[src/rtl/micro_sequencer_if.sv]
// micro_sequencer_if: opcode/ready handshake and decoded control outputs of
// the micro-sequencer. Optional macro SEQ_STEP_EN adds the single-step input.
interface micro_sequencer_if #(
  parameter int OPCODE_W = 4,
  parameter int CYCLE_W  = 4,
  parameter int STATE_W  = 4
);
  logic [OPCODE_W-1:0] opcode;
  logic                ready;
`ifdef SEQ_STEP_EN
  logic                step;
`endif
  logic [STATE_W-1:0]  state;
  logic [CYCLE_W-1:0]  cycle;
  logic                halted;
  logic                instr_done;

`ifdef SEQ_STEP_EN
  modport master (output opcode, ready, step,
                  input  state, cycle, halted, instr_done);
  modport slave  (input  opcode, ready, step,
                  output state, cycle, halted, instr_done);
`else
  modport master (output opcode, ready,
                  input  state, cycle, halted, instr_done);
  modport slave  (input  opcode, ready,
                  output state, cycle, halted, instr_done);
`endif
endinterface

[src/rtl/micro_sequencer.sv]
// micro_sequencer: steps through the micro-cycles of one instruction at a
// time, decoding a control state from (cycle, instruction opcode).
// Optional feature: define SEQ_STEP_EN to gate the start of each instruction
// (the c0 advance) on bus.step, allowing one instruction per step pulse.
module micro_sequencer #(
  parameter int OPCODE_W  = 4,
  parameter int CYCLE_W   = 4,
  parameter int STATE_W   = 4,
  parameter int MAX_CYCLE = 7
) (
  input  logic             clk,
  input  logic             reset_n,
  micro_sequencer_if.slave bus
);

  // Control state codes shared with the rest of the controller.
  localparam logic [STATE_W-1:0] ST_FETCH_PC   = STATE_W'(0);
  localparam logic [STATE_W-1:0] ST_FETCH_INST = STATE_W'(1);
  localparam logic [STATE_W-1:0] ST_HALT       = STATE_W'(2);
  localparam logic [STATE_W-1:0] ST_OUT_A      = STATE_W'(3);
  localparam logic [STATE_W-1:0] ST_NEXT       = STATE_W'(4);
  localparam logic [STATE_W-1:0] ST_JUMP_Z     = STATE_W'(5);
  localparam logic [STATE_W-1:0] ST_FETCH_ARG  = STATE_W'(6);
  localparam logic [STATE_W-1:0] ST_LOAD_Z     = STATE_W'(7);
  localparam logic [STATE_W-1:0] ST_RAM_A      = STATE_W'(8);
  localparam logic [STATE_W-1:0] ST_RAM_B      = STATE_W'(9);
  localparam logic [STATE_W-1:0] ST_ALU        = STATE_W'(10);

  // Opcodes with dedicated micro-programs; every other code is an ALU op.
  localparam logic [OPCODE_W-1:0] OP_LDA = OPCODE_W'(1);
  localparam logic [OPCODE_W-1:0] OP_JMP = OPCODE_W'(4);
  localparam logic [OPCODE_W-1:0] OP_OUT = OPCODE_W'(14);
  localparam logic [OPCODE_W-1:0] OP_HLT = OPCODE_W'(15);

  localparam logic [CYCLE_W-1:0] CYC_LAST = CYCLE_W'(MAX_CYCLE);

  logic [CYCLE_W-1:0]  cycle_q, cycle_d;
  logic [OPCODE_W-1:0] ir_op_q, ir_op_d;
  logic                instr_done_q, instr_done_d;
  logic [OPCODE_W-1:0] dec_op;
  logic [STATE_W-1:0]  state_dec;
  logic                step_ok;
  logic                advance;

`ifdef SEQ_STEP_EN
  assign step_ok = bus.step;
`else
  assign step_ok = 1'b1;
`endif

  // Zero-latency decode; fetch cycles look at the live bus opcode because
  // ir_op is only captured when leaving c1. Anything at or past the last
  // legal cycle retires, so the counter can never run off the end.
  always_comb begin
    dec_op    = (cycle_q < CYCLE_W'(2)) ? bus.opcode : ir_op_q;
    state_dec = ST_NEXT;
    if (cycle_q < CYC_LAST) begin
      case (cycle_q)
        CYCLE_W'(0): state_dec = ST_FETCH_PC;
        CYCLE_W'(1): state_dec = ST_FETCH_INST;
        CYCLE_W'(2): begin
          if (dec_op == OP_HLT)      state_dec = ST_HALT;
          else if (dec_op == OP_OUT) state_dec = ST_OUT_A;
          else                       state_dec = ST_FETCH_PC;
        end
        CYCLE_W'(3): begin
          if (dec_op == OP_HLT || dec_op == OP_OUT) state_dec = ST_NEXT;
          else if (dec_op == OP_JMP)                state_dec = ST_JUMP_Z;
          else                                      state_dec = ST_FETCH_ARG;
        end
        CYCLE_W'(4): state_dec = (dec_op == OP_JMP) ? ST_NEXT : ST_LOAD_Z;
        CYCLE_W'(5): state_dec = (dec_op == OP_LDA) ? ST_RAM_A : ST_RAM_B;
        CYCLE_W'(6): state_dec = (dec_op == OP_LDA) ? ST_NEXT : ST_ALU;
        default:     state_dec = ST_NEXT;
      endcase
    end
  end

  // Next-state: HALT freezes the counter; c0 additionally waits for step.
  always_comb begin
    advance      = bus.ready && (state_dec != ST_HALT) &&
                   ((cycle_q != '0) || step_ok);
    cycle_d      = cycle_q;
    ir_op_d      = ir_op_q;
    instr_done_d = 1'b0;
    if (advance) begin
      if (state_dec == ST_NEXT) begin
        cycle_d      = '0;
        instr_done_d = 1'b1;
      end else begin
        cycle_d = cycle_q + CYCLE_W'(1);
      end
      if (cycle_q == CYCLE_W'(1)) ir_op_d = bus.opcode;
    end
  end

  // Sequencer registers; reset aborts any instruction in flight.
  always_ff @(posedge clk or negedge reset_n) begin
    if (!reset_n) begin
      cycle_q      <= '0;
      ir_op_q      <= '0;
      instr_done_q <= 1'b0;
    end else begin
      cycle_q      <= cycle_d;
      ir_op_q      <= ir_op_d;
      instr_done_q <= instr_done_d;
    end
  end

  assign bus.state      = state_dec;
  assign bus.cycle      = cycle_q;
  assign bus.halted     = (state_dec == ST_HALT);
  assign bus.instr_done = instr_done_q;

endmodule

[src/flat_wrapper.sv]
// flat-port wrapper written by rule: the top's interface ports become plain ports
module micro_sequencer_flat 
#(
  parameter int OPCODE_W  = 4,
  parameter int CYCLE_W   = 4,
  parameter int STATE_W   = 4,
  parameter int MAX_CYCLE = 7
)
  (clk, reset_n, bus_opcode, bus_ready, bus_state, bus_cycle, bus_halted, bus_instr_done);
  micro_sequencer_if #(.OPCODE_W(OPCODE_W), .CYCLE_W(CYCLE_W), .STATE_W(STATE_W)) bus_i ();
  input  logic clk;
  input  logic reset_n;
  input wire logic [$bits(bus_i.opcode)-1:0] bus_opcode;
  input wire logic [$bits(bus_i.ready)-1:0] bus_ready;
  output wire logic [$bits(bus_i.state)-1:0] bus_state;
  output wire logic [$bits(bus_i.cycle)-1:0] bus_cycle;
  output wire logic [$bits(bus_i.halted)-1:0] bus_halted;
  output wire logic [$bits(bus_i.instr_done)-1:0] bus_instr_done;
  assign bus_i.opcode = bus_opcode;
  assign bus_i.ready = bus_ready;
  assign bus_state = bus_i.state;
  assign bus_cycle = bus_i.cycle;
  assign bus_halted = bus_i.halted;
  assign bus_instr_done = bus_i.instr_done;
  micro_sequencer #(.OPCODE_W(OPCODE_W), .CYCLE_W(CYCLE_W), .STATE_W(STATE_W), .MAX_CYCLE(MAX_CYCLE)) u_core (.clk(clk), .reset_n(reset_n), .bus(bus_i));
endmodule
[config.mk]
export PLATFORM = sky130hd
export DESIGN_NAME = micro_sequencer_flat
export DESIGN_NICKNAME = d
export VERILOG_FILES = /design/src/rtl/micro_sequencer_if.sv /design/src/rtl/micro_sequencer.sv /design/src/flat_wrapper.sv
export SDC_FILE = /design/constraint.sdc
export NUM_CORES = 1
export LEC_CHECK = 0
export CORE_MARGIN = 5
export CORE_UTILIZATION = 48
export DETAILED_ROUTE_END_ITERATION = 16
export GPL_ROUTABILITY_DRIVEN = 0
export GPL_TIMING_DRIVEN = 1
export PLACE_DENSITY = 0.77
export SYNTH_ARGS = -nofsm -noshare
export SYNTH_HDL_FRONTEND = slang
export SYNTH_SLANG_ARGS = --single-unit
[constraint.sdc]
create_clock -name clk -period 3.15 [get_ports clk]
set_clock_uncertainty 0.1 [all_clocks]
set_input_delay 0.4725 -clock clk [delete_from_list [all_inputs] [get_ports clk]]
set_output_delay 0.4725 -clock clk [all_outputs]
set_load 0.005 [all_outputs]
Word level (Yosys, flattened, before mapping)
Cells that the tools add are included.
Word-level totals
  bits of input ports: 7
  output and inout port bits: 10
  register bits: 9
  logic and storage cells: 36
Cells by class
  order comparisons: 2
  mux-type cells: 13
  eq/ne operators: 13
  reductions and logical operators: 4
  add/subtract/negate cells: 1
Operators by type and width (number)
  one-hot mux 4 bit (7 select lines): 1
  two-way mux 4 bit: 6
  equality test 4 x 3 -> 1 bit, second input constant: 5
  equality test 4 x 2 -> 1 bit, second input constant: 3
  equality test 4 x 1 -> 1 bit, second input constant: 2
  equality test 4 bit, second input constant: 2
  two-way mux 2 bit: 3
  adder 4 x 1 -> 4 bit, second input constant: 1
  zero test 4 bit: 1
  < comparator 4 x 2 -> 1 bit, second input constant: 1
  < comparator 4 x 3 -> 1 bit, second input constant: 1
  inequality test 4 x 2 -> 1 bit, second input constant: 1
  two-way mux 1 bit: 3
  AND reduction 2 bit: 1
  logical AND 1 bit: 1
  logical OR 1 bit: 1

Logic depth before layout (Yosys ltp)
  depth after elaboration: 10
  depth in mapped cells: 8
  depth with buffers taken out: 8

Worst setup path before layout
No wires, ideal clock.
  path kind: reg-to-output
  start point: reg u_core.cycle_q[1], in the netlist u_core.bus.cycle[1]
  end point: out bus_halted
  arrival: 1.941 ns
  slack: 0.637 ns
  required time: 2.577 ns
  buffers on the path: 0
  cell stages (with the launch flop): 7
  cell sequence: dfrtp_1 inv_1 ha_1 nor4_1 a211oi_1 nand4_2 nor4_1
Between the ends
  elaborated cells on any way between the ends: 25
  those cells by class: order compare (2); eq/ne (11); mux (10); reduce/logical (2)
RTL lines
  start, declared: line micro_sequencer.sv:37  | logic [CYCLE_W-1:0] cycle_q, cycle_d;
  start signal, assigned: line micro_sequencer.sv:104  | cycle_q <= cycle_d;
  < comparator 4 x 2 -> 1 bit: line micro_sequencer.sv:55  | dec_op = (cycle_q < CYCLE_W'(2)) ? bus.opcode : ir_op_q;
  two-way mux 4 bit: line micro_sequencer.sv:55
  equality test 4 x 1 -> 1 bit: line micro_sequencer.sv:73  | CYCLE_W'(6): state_dec = (dec_op == OP_LDA) ? ST_NEXT : ST_ALU;
  two-way mux 4 bit: line micro_sequencer.sv:73
  one-hot mux 4 bit (7 select lines): line micro_sequencer.sv:58  | case (cycle_q)
  two-way mux 4 bit (*): line micro_sequencer.sv:57  | if (cycle_q < CYC_LAST) begin
  via bus_state[2]: line flat_wrapper.sv:15  | output wire logic [$bits(bus_i.state)-1:0] bus_state;
  equality test 4 x 2 -> 1 bit (*): line micro_sequencer.sv:112  | assign bus.halted = (state_dec == ST_HALT);
  end, declared: line flat_wrapper.sv:17  | output wire logic [$bits(bus_i.halted)-1:0] bus_halted;
Mark *: on every way through the listed nets, which the timed path passes. The rest lies on a longest branch.

Worst setup path in the final report
  start point: in bus_opcode[1]
  end point: out bus_state[0]
Between the ends
  longest elaborated chain between the ends: 6
  elaborated cells on any way between the ends: 14
  those cells by class: eq/ne (4); mux (9); reduce/logical (1)
RTL lines
  start, declared: line flat_wrapper.sv:13  | input wire logic [$bits(bus_i.opcode)-1:0] bus_opcode;
  two-way mux 4 bit (*): line micro_sequencer.sv:55
  equality test 4 x 3 -> 1 bit, or another cell as far along: line micro_sequencer.sv:68, micro_sequencer.sv:71
  two-way mux 2 bit, or another cell as far along: line micro_sequencer.sv:68  | else if (dec_op == OP_JMP) state_dec = ST_JUMP_Z;
  two-way mux 4 bit (on tied branches): line micro_sequencer.sv:67, micro_sequencer.sv:62
  one-hot mux 4 bit (7 select lines) (*): line micro_sequencer.sv:58
  two-way mux 4 bit (*): line micro_sequencer.sv:57
  end, declared: line flat_wrapper.sv:15
Mark *: on every way between the ends. The rest lies on a longest branch, timed or not.

==> results by group <==
Clock tree
  • TritonCTS buffer count: 3
  • CTS tree: yes
  • CTS root buf: clkbuf_4
  • H-tree Lvls: 1
  • Sink Count: 9
  • Worst-Skew Late Latency: 0.26 ns
  • CTS Buffer Depth: 2
  • CTS clk-pin slew, worst paths: 0.06 ns

Yosys
  • Seq/Total Area, Yosys: 30.1%
  • Post-Syn Instances: 77
  • Synth top area cells: dfrtp_1, ha_1, mux2_2
  • Biggest area consumer among synthesized cells: dfrtp_1
  • Ys async rst share: 100%
  • Mapped Area: 749 µm²
  • Syn_area_per_cell: 9.73 µm²
  • FF+latch count, synth: 9
  • Count leader, synth: dfrtp_1
  • Synth Net Count: 88
  • Netlist cell types: 37
  • Synth top cells by count: dfrtp_1, a21oi_1, nor2_1
  • Post-synth top area share: 30.1%
  • EDFF count, synth: 0
  • YS warnings: 0
  • Prevailing post-synth register cell: dfrtp_1

Placed design
  • Port bufs: 16
  • Placement Cell Area: 0.00102 mm²
  • HPWL Detailed: 1470 µm
  • Worst slack, placed: -0.241 ns

Critical path
  • Critical R2R Capture: u_core.bus.cycle[0]$_DFFE_PN0P_
  • Critical path data arrival time: 2.48 ns
  • CP cell instances: clkdlybuf4s50_1 > nor4b_2 > buf_4 > mux2i_2 > mux2i_1 > a311o_2 > buf_4 > and2_1 > dlygate4sd2_1
  • Critical-path top delay cell: clkdlybuf4s50_1
  • Reg-to-Reg Start: u_core.ir_op_q[1]$_DFFE_PN0P_
  • Setup crit start: bus_opcode[1]
  • Startpoint types: input pin
  • Cell mode on critical path: buf_4
  • Critical Path RT: 2.58 ns
  • Critical Path Fanout Max: 5
  • Worst setup EP type: output port
  • Worst Reg2Reg Path Length in Cells: 7
  • Crit Path Class: input pin to output port
  • Max incr delay on CP: 0.43 ns
  • Flop2flop setup slack: 0.63 ns

Floorplan
  • Starting density of the core: 50.3%
  • Die X-Extent: 49.5 µm
  • Row cnt: 14
  • Die Y: 49.5 µm
  • Die Area: 0.00245 mm²
  • Core area: 0.00149 mm²
  • Ports: 17

Global route
  • Vias in the first global route: 764
  • Total global-route track usage: 16.4%
  • Antenna violations before repair: 0
  • Grt total ovfl: 0
  • Largest net degree at the start of global routing: 11
  • Global-route wire length before repair: 3240 µm

STA
  • Final Setup Violations: 0
  • Tcrit/Tclk final: 96.8%
  • Fmax: 328 MHz
  • Setup TNS: 0 ns
  • Rel. slew slack: 67.9%
  • Fin worst setup slack: 0.0996 ns
  • Max Slew Vio Count: 0
  • Final min period: 3.05 ns
  • Fin. Hold Viols: 0
  • Slew @ Worst Pin: 0.475 ns
  • RSZ-0062 raised after global routing: false

Pwr
  • Maximum VDD drop: 551 µV
  • Pwr Density: 955 mW/mm²
  • Leakage: 0.456 nW

Final layout
  • Share of layout cells above drive strength 1: 32.7%
  • Cell area after layout: 0.00108 mm²
  • Fin nets: 122
  • Ant diodes: 0
  • Synth-to-Final Area Change: 44.4%

Detailed routing
  • Wire per inst: 14.6 µm
  • DR vias: 747
  • Residual DRC: 0
  • Post-route ant nets: 0
  • Routed WL: 1840 µm
  • Vias per cell: 5.93
  • Drt initial violations: 19
  • Pre-antenna DRT Iters: 4

Min path
  • Worst Hold Class: input pin to async pin

Job
  • MaxCap Viol Count: 0

Outcome
  • Status: finished clean
cells by family after synthesis:
logic type      count (synthesis)  share of synthesized area (%)
flops                           9                           30.1
mux                             8                           11.9
fa+ha+maj                       4                           6.68
buf+inv                         6                           3.00
compound gates                 22                           24.0
simple gates                   28                           24.4
worst max path at each step:
stage	end	cells after the start
6_report	bus_state[0]	9
5_1_grt	bus_state[1]	7
4_1_cts	bus_state[1]	8
3_5_place_dp	bus_halted	8
3_3_place_gp	bus_halted	8
2_1_floorplan	bus_halted	6
routing by layer:
metal	share of wire (%)	global-route usage, %
met1	45	20.1
met2	47	26.2
met3	3.8	1.51
met4	4.0	12.7
met5	0	0
power by group:
group	switching [mW]	total (mW)	leakage [nW]	internal, mW
sequential	0.0843	0.250	0.113	0.166
combinational	0.328	0.697	0.325	0.370
clock	0.0386	0.0853	0.0177	0.0467
total	0.450	1.03	0.456	0.583
cell usage in the layout, fill, tap and decap left out, types with 4 or more instances in the layout:
cell,instances
inv_1,5
dfrtp_1,9
a21oi_1,6
buf_4,14
mux2_2,4
ha_1,4
clkdlybuf4s50_1,14
nor2_1,6
registers in the layout, summed over array words and instances, names as in the netlist:
signal	cells
u_core.bus.cycle	4
u_core.bus.instr_done	1
u_core.ir_op_q	4
area by class of cell:
type / instances / area (µm²)
clock buffer: 3 / 22.5
clock inverter: 1 / 5.00
fill: 102 / 407
inverter: 5 / 18.8
multi-input combinational: 62 / 528
sequential: 9 / 225
tap: 16 / 20.0
timing repair buffer: 30 / 263
stage by stage:
| stage | cells | hold slack [ns] | utilization, % | power (mW) |
|---|---|---|---|---|
| after floorplan | 77 | 0.0769 | - | 0.621 |
| after global placement | 121 | 0.452 | 68.7 | 0.915 |
| after detailed placement | 121 | 0.471 | 68.7 | 0.929 |
| after CTS | 126 | 0.391 | 72.2 | 1.02 |
| after global routing | 126 | 0.399 | 72.7 | 1.12 |
| final | 126 | 0.392 | 72.7 | 1.03 |
critical path, delay by kind of cell:
kind / cells / cell delay (ns)
simple gates: 2 / 0.41
compound gates: 1 / 0.34
buf+inv: 4 / 1.01
mux: 2 / 0.23
what timing repair did:
| item | CTS | global route |
|---|---|---|
| hold buffers | 0 | 0 |
| gates resized for setup | 6 | 1 |
| endpoints found under the setup margin | 3 | 1 |
| pin swaps | 1 | 1 |
| buffers inserted | 1 | 0 |
Power figures use the tool's default switching activity.
